==> config.mk <==
export PLATFORM = sky130hd
export DESIGN_NAME = prog_sequencer
export DESIGN_NICKNAME = d
export VERILOG_FILES = /design/src/rtl/prog_seq_pkg.sv /design/src/rtl/prog_seq_mem.sv /design/src/rtl/prog_sequencer.sv
export SDC_FILE = /design/constraint.sdc
export NUM_CORES = 1
export LEC_CHECK = 0
export ABC_AREA = 1
export BUFFER_PORTS_ARGS = -buffer_cell sky130_fd_sc_hd__buf_2
export CAP_MARGIN = 10
export CORE_AREA = 2 2 331 366
export CTS_CLUSTER_DIAMETER = 80
export CTS_CLUSTER_SIZE = 28
export DETAILED_ROUTE_END_ITERATION = 6
export DIE_AREA = 0 0 333 368
export GPL_TIMING_DRIVEN = 0
export SLEW_MARGIN = 20
export SYNTH_ARGS = -nofsm -noshare
export SYNTH_HDL_FRONTEND = slang
export SYNTH_HIERARCHICAL = 1
export SYNTH_SLANG_ARGS = --single-unit
==> constraint.sdc <==
create_clock -name clk -period 5 [get_ports clk]
set_clock_uncertainty 0.05 [all_clocks]
set_input_delay 1 -clock clk [delete_from_list [all_inputs] [get_ports clk]]
set_output_delay 1 -clock clk [all_outputs]
set_load 0.02 [all_outputs]
==> src/rtl/prog_seq_pkg.sv <==
// Shared definitions for the programmable sequencer.
//   - instruction kind codes and the opcode constants used by test programs
//   - sequencer state enum
//   - helpers that compute instruction field offsets from AW/DATA_W/OP_W
// Instruction word layout, MSB first:
//   kind[1:0] | sel_imm | wr_en | wr_addr[AW] | ra[AW] | rb[AW] | imm[DATA_W] | op[OP_W]
package prog_seq_pkg;

    typedef enum logic [1:0] {
        EXEC = 2'b00,
        JUMP = 2'b01,
        HALT = 2'b10,
        LOOP = 2'b11
    } kind_e;

    localparam logic [7:0] ADD  = 8'b0000_0101;
    localparam logic [7:0] ADDI = 8'b0101_0000;
    localparam logic [7:0] OR   = 8'b0000_0010;

    typedef enum logic [1:0] {
        IDLE      = 2'b00,
        RUN       = 2'b01,
        WAIT_STEP = 2'b10,
        HALTED    = 2'b11
    } state_e;

    function automatic int instr_width(input int aw, input int data_w, input int op_w);
        return 4 + 3 * aw + data_w + op_w;
    endfunction

    // op sits at bit 0; every other field is stacked above it.
    function automatic int off_imm(input int op_w);
        return op_w;
    endfunction

    function automatic int off_rb(input int data_w, input int op_w);
        return op_w + data_w;
    endfunction

    function automatic int off_ra(input int aw, input int data_w, input int op_w);
        return op_w + data_w + aw;
    endfunction

    function automatic int off_wa(input int aw, input int data_w, input int op_w);
        return op_w + data_w + 2 * aw;
    endfunction

    function automatic int off_wen(input int aw, input int data_w, input int op_w);
        return op_w + data_w + 3 * aw;
    endfunction

    function automatic int off_sel(input int aw, input int data_w, input int op_w);
        return op_w + data_w + 3 * aw + 1;
    endfunction

    function automatic int off_kind(input int aw, input int data_w, input int op_w);
        return op_w + data_w + 3 * aw + 2;
    endfunction

endpackage

==> src/rtl/prog_seq_mem.sv <==
// Program storage for the sequencer.
//   clk   : clock
//   we    : write strobe (already qualified by the sequencer)
//   waddr : write address
//   wdata : instruction word to store
//   raddr : fetch address (current pc)
//   rdata : instruction at raddr, combinational
// No reset: the program survives clr so a run can be restarted without reloading.
module prog_seq_mem #(
    parameter int DEPTH   = 32,
    parameter int INSTR_W = 32,
    localparam int PC_W   = $clog2(DEPTH)
) (
    input  logic               clk,
    input  logic               we,
    input  logic [PC_W-1:0]    waddr,
    input  logic [INSTR_W-1:0] wdata,
    input  logic [PC_W-1:0]    raddr,
    output logic [INSTR_W-1:0] rdata
);

    logic [INSTR_W-1:0] mem [DEPTH];

    always_ff @(posedge clk) begin
        if (we) begin
            mem[waddr] <= wdata;
        end
    end

    assign rdata = mem[raddr];

endmodule

==> src/rtl/prog_sequencer.sv <==
// Programmable sequencer driving register-file / ALU control.
//   clk, clr            : clock, synchronous active-high reset
//   prog_we/addr/wdata  : program load port (honoured only in IDLE or HALTED)
//   start, loop_init    : begin at pc 0, latch loop counter (IDLE or HALTED only)
//   step_mode, step     : single-step execution, mode sampled on start
//   busy, done          : RUN/WAIT_STEP, HALTED
//   pc                  : current program counter
//   sel_imm, ld_en, ld_reg, rd_a, rd_b, imm, op : registered datapath controls
// Each consuming edge fetches mem[pc] combinationally and registers that
// instruction's controls, so they are visible for exactly one cycle.
module prog_sequencer
    import prog_seq_pkg::*;
#(
    parameter int DATA_W  = 8,
    parameter int OP_W    = 8,
    parameter int NREGS   = 16,
    parameter int DEPTH   = 32,
    parameter int LOOP_W  = 8,
    localparam int AW      = $clog2(NREGS),
    localparam int PC_W    = $clog2(DEPTH),
    localparam int INSTR_W = instr_width(AW, DATA_W, OP_W)
) (
    input  logic               clk,
    input  logic               clr,
    input  logic               prog_we,
    input  logic [PC_W-1:0]    prog_addr,
    input  logic [INSTR_W-1:0] prog_wdata,
    input  logic               start,
    input  logic [LOOP_W-1:0]  loop_init,
    input  logic               step_mode,
    input  logic               step,
    output logic               busy,
    output logic               done,
    output logic [PC_W-1:0]    pc,
    output logic               sel_imm,
    output logic               ld_en,
    output logic [AW-1:0]      ld_reg,
    output logic [AW-1:0]      rd_a,
    output logic [AW-1:0]      rd_b,
    output logic [DATA_W-1:0]  imm,
    output logic [OP_W-1:0]    op
);

    localparam int O_IMM  = off_imm(OP_W);
    localparam int O_RB   = off_rb(DATA_W, OP_W);
    localparam int O_RA   = off_ra(AW, DATA_W, OP_W);
    localparam int O_WA   = off_wa(AW, DATA_W, OP_W);
    localparam int O_WEN  = off_wen(AW, DATA_W, OP_W);
    localparam int O_SEL  = off_sel(AW, DATA_W, OP_W);
    localparam int O_KIND = off_kind(AW, DATA_W, OP_W);

    localparam logic [PC_W-1:0] LAST_PC = PC_W'(DEPTH - 1);

    state_e              state;
    logic [LOOP_W-1:0]   loop_cnt;
    logic [INSTR_W-1:0]  instr;
    logic                mem_we;
    logic                idle_like;
    logic                consume;
    logic                last_pc;

    kind_e               f_kind;
    logic                f_sel;
    logic                f_wen;
    logic [AW-1:0]       f_wa;
    logic [AW-1:0]       f_ra;
    logic [AW-1:0]       f_rb;
    logic [DATA_W-1:0]   f_imm;
    logic [OP_W-1:0]     f_op;
    logic [PC_W-1:0]     target;

    assign idle_like = (state == IDLE) || (state == HALTED);
    // Writes while a program runs are dropped so the running program cannot be corrupted.
    assign mem_we    = prog_we && idle_like;
    assign consume   = (state == RUN) || ((state == WAIT_STEP) && step);
    assign last_pc   = (pc == LAST_PC);

    prog_seq_mem #(
        .DEPTH   (DEPTH),
        .INSTR_W (INSTR_W)
    ) u_mem (
        .clk   (clk),
        .we    (mem_we),
        .waddr (prog_addr),
        .wdata (prog_wdata),
        .raddr (pc),
        .rdata (instr)
    );

    assign f_kind = kind_e'(instr[O_KIND +: 2]);
    assign f_sel  = instr[O_SEL];
    assign f_wen  = instr[O_WEN];
    assign f_wa   = instr[O_WA +: AW];
    assign f_ra   = instr[O_RA +: AW];
    assign f_rb   = instr[O_RB +: AW];
    assign f_imm  = instr[O_IMM +: DATA_W];
    assign f_op   = instr[0 +: OP_W];
    assign target = f_imm[PC_W-1:0];

    assign busy = (state == RUN) || (state == WAIT_STEP);
    assign done = (state == HALTED);

    always_ff @(posedge clk) begin
        if (clr) begin
            state    <= IDLE;
            pc       <= '0;
            loop_cnt <= '0;
            sel_imm  <= 1'b0;
            ld_en    <= 1'b0;
            ld_reg   <= '0;
            rd_a     <= '0;
            rd_b     <= '0;
            imm      <= '0;
            op       <= '0;
        end else begin
            // Controls are idle unless an EXEC is consumed on this edge.
            sel_imm <= 1'b0;
            ld_en   <= 1'b0;
            ld_reg  <= '0;
            rd_a    <= '0;
            rd_b    <= '0;
            imm     <= '0;
            op      <= '0;

            case (state)
                IDLE, HALTED: begin
                    if (start) begin
                        pc       <= '0;
                        loop_cnt <= loop_init;
                        state    <= step_mode ? WAIT_STEP : RUN;
                    end
                end
                RUN, WAIT_STEP: begin
                    // The stepping mode is carried by the state itself, so a
                    // consumed instruction leaves state unchanged unless it halts.
                    if (consume) begin
                        case (f_kind)
                            EXEC: begin
                                sel_imm <= f_sel;
                                ld_en   <= f_wen;
                                ld_reg  <= f_wa;
                                rd_a    <= f_ra;
                                rd_b    <= f_rb;
                                imm     <= f_imm;
                                op      <= f_op;
                                // No wrap: running off the end halts at the last entry.
                                if (last_pc) begin
                                    state <= HALTED;
                                end else begin
                                    pc <= pc + 1'b1;
                                end
                            end
                            JUMP: begin
                                pc <= target;
                            end
                            LOOP: begin
                                if (loop_cnt != '0) begin
                                    loop_cnt <= loop_cnt - 1'b1;
                                    pc       <= target;
                                end else if (last_pc) begin
                                    state <= HALTED;
                                end else begin
                                    pc <= pc + 1'b1;
                                end
                            end
                            HALT: begin
                                state <= HALTED;
                            end
                        endcase
                    end
                end
            endcase
        end
    end

endmodule

==> impl_metrics.yaml <==
status:
  status: "finished, final reports clean"
finish:
  fill_cells: 11111
  regMostFlops: "u_mem/mem"
  layout_common_cells: "1487 x nand2_1, 1024 x edfxtp_1, 803 x nand3_1"
  multi_input_area_um2: 10500
  layout-drive-gt1-share_pct: 10.8
  largest_reg_flops: 1024
  syn2layout_area_growth_pct: 11.7
  register_area_um2: 31700
  layout_commonest_cell: "nand2_1"
  nNetsFinal: 4025
  final_cell_area_um2: 48900
pwr:
  max-vdd-ir-drop_v: 0.000251
  leakage_uw: 0.0179
  power_density_nw_per_um2: 354
yosys:
  yosys_register_bits: 1069
  yosysUniqueCellTypes: 29
  seq_area_frac_synth_pct: 72.3
  synth_area_um2: 43800
  synthCells: 3790
  avgSynthCellArea_um2: 11.5
  ys_warn_count: 6
  synth_fp_nets: 3846
timing:
  fmax_ghz: 0.219
  rsz0062_at_grt: "no"
  hold_viol_final: 0
  period_minus_slack_ns: 4.58
  finalSetupViolations: 0
  relSlewSlack_pct: 31.3
  maxSlewViolCount: 0
  fin_crit_sh_pct: 91.5
  tightest_slew_ns: 1.03
  whs_ns: 0.444
drt:
  drc: 0
  vias: 29627
  viasPerCell: 5.34
  drtPass1Iterations: 6
  postRouteAntennaNets: 0
  drt-wirelength-per-cell_um: 24.0
  drt-total-wl_mm: 133
  first_iter_violations: 3610
global_routing:
  grt_use_met3_pct: 2.69
  grt_usage_pct: 21.2
  grt_pass1_wl_mm: 190
  met2_usage_pct: 34.8
  first_global_vias: 27401
  overflow: 0
  grt_antenna_before_repair: 9
  grt_max_degree: 33
  use_met1_pct: 29.5
  busiest_layer: "met2"
clock_network:
  clock_latency_ns: 0.65
  cts_resized: 0
  cts_setup_buffers: 0
  hold_buffers: 0
  clk_pin_slew_ns: 0.10
  cts_tree: "yes"
  clock-sinks: 1069
  clockBufferDepth: 3
  h-tree-depth: 2
  clockRootBuffer: "clkbuf_16"
  cts_inserted_buffers: 48
setup_path:
  cpLargestDelayFamily: "buffers and inverters"
  r2r_slack_ns: 0.42
  critPathMaxStageDelay_ns: 0.61
  worstRegToRegCells: 15
  critPathLaunch: "pc[1]"
  reg2reg_from: "pc[1]"
  start_kind: "flip-flop"
  worstPathCellList: "buf_2 -> buf_2 -> buf_2 -> nand3_1 -> nand3_1 -> nand2_1 -> nand2_1 -> nand2_1 -> nand2_1 -> nand2_1 -> buf_2 -> inv_1 -> nand4_1 -> buf_2 -> nor2_1"
  worst-path-buf-inv: 6
  worst_ep_required_time_ns: 5.45
  cp-end-kind: "flip-flop"
  slowest_stage: "buf_2"
  arrival_ns: 5.02
  timing.critical_path.fanout_max: 10
  path_depth: 15
  critPathKind: "reg2reg"
  cp-endpoint: "imm[6]"
  rr_endpoint: "imm[6]"
floorplan:
  num_rows: 133
  die_y_um: 368
  dieArea_um2: 123000
  initial_core_util_pct: 36.8
  die_x_um: 333
  ios: 88
  core-area_um2: 119000
min_path:
  hold_path_class: "reg2reg"
  hold_start: "loop_cnt[7]"
placed_design:
  post-dp-hpwl_mm: 89.5
  dpl-instance-area_um2: 47400
  place.gp.congestion: 0.867
  port_buffers: 87
flow_run:
  maxCapViolations: 0
## Yosys cell counts, drive strengths merged
library cell | n | area [µm²]
o21ai | 16 | 83.8
clkbuf | 24 | 90.1
o22ai | 1 | 6.26
xor2 | 1 | 8.76
nand2 | 1495 | 5640
edfxtp | 1024 | 30700
or2 | 2 | 12.5
buf | 200 | 1480
nand3 | 804 | 4030
nand3b | 1 | 7.51
nor2 | 89 | 352
dfxtp | 45 | 901
a21oi | 10 | 50.1
ha | 5 | 62.6
inv | 69 | 267
nand4 | 4 | 25.0
## worst register-to-register path, stage by stage (launching register included)
cell	delay, ns
dfxtp_1	0.46
buf_2	0.24
buf_2	0.61
buf_2	0.47
nand3_1	0.15
nand3_1	0.09
nand2_1	0.08
nand2_1	0.06
nand2_1	0.07
nand2_1	0.07
nand2_1	0.21
buf_2	0.26
inv_1	0.08
nand4_1	0.53
buf_2	0.45
nor2_1	0.55
## logic make-up after synthesis
| kind of cell | count (synthesis) | synth area share (%) |
|---|---|---|
| simple gates | 2395 | 23.0 |
| xor+xnor | 1 | 0.0200 |
| buf+inv | 293 | 4.20 |
| fa+ha+maj | 5 | 0.143 |
| compound gates | 27 | 0.320 |
| flops | 1069 | 72.3 |
## report_power, final
part | total (µW) | switching, µW | internal (µW) | leakage, µW
Clock | 4860 | 2810 | 2050 | 0.000735
Sequential | 9940 | 43.1 | 9890 | 0.00958
Combinational | 2500 | 1830 | 671 | 0.00758
Total | 17300 | 4680 | 12600 | 0.0179
## worst min path at each step
stage | endpoint | slack (ns) | cells after the start
final | loop_cnt[7] | 0.44 | 2
after global routing | loop_cnt[7] | 0.48 | 2
after CTS | loop_cnt[7] | 0.45 | 2
after detailed placement | loop_cnt[7] | 0.44 | 2
after global placement | loop_cnt[7] | 0.42 | 2
after floorplan | loop_cnt[7] | 0.40 | 2
## routing by layer
layer / up-vias / part of all wire [%]
li1: 13404 / -
met1: 14608 / 41
met2: 1424 / 47
met3: 187 / 9.2
met4: 4 / 3.1
met5: - / 0.016
## stage by stage
step	setup WS (ns)	TNS, ns	total power, µW	utilization, %	cells
floorplan	1.76	0	11600	-	3790
global placement	-0.556	-232.70	12500	38.8	5429
detailed placement	0.631	0	12600	39.9	5471
CTS	0.620	0	17300	41.1	5541
global route	0.478	0	17900	41.1	5541
finish	0.425	0	17300	41.1	5543
## layout make-up
type | instances | area share, %
Clock buffer | 50 | 2.52
Inverter | 69 | 0.545
Clock inverter | 20 | 0.589
Antenna cell | 2 | 0.0102
Timing Repair Buffer | 129 | 2.89
Tap cell | 1552 | 3.97
Buffer | 224 | 3.22
Sequential cell | 1069 | 64.8
Multi-Input combinational cell | 2428 | 21.5
Note: power is estimated with default switching activity, not from simulation.
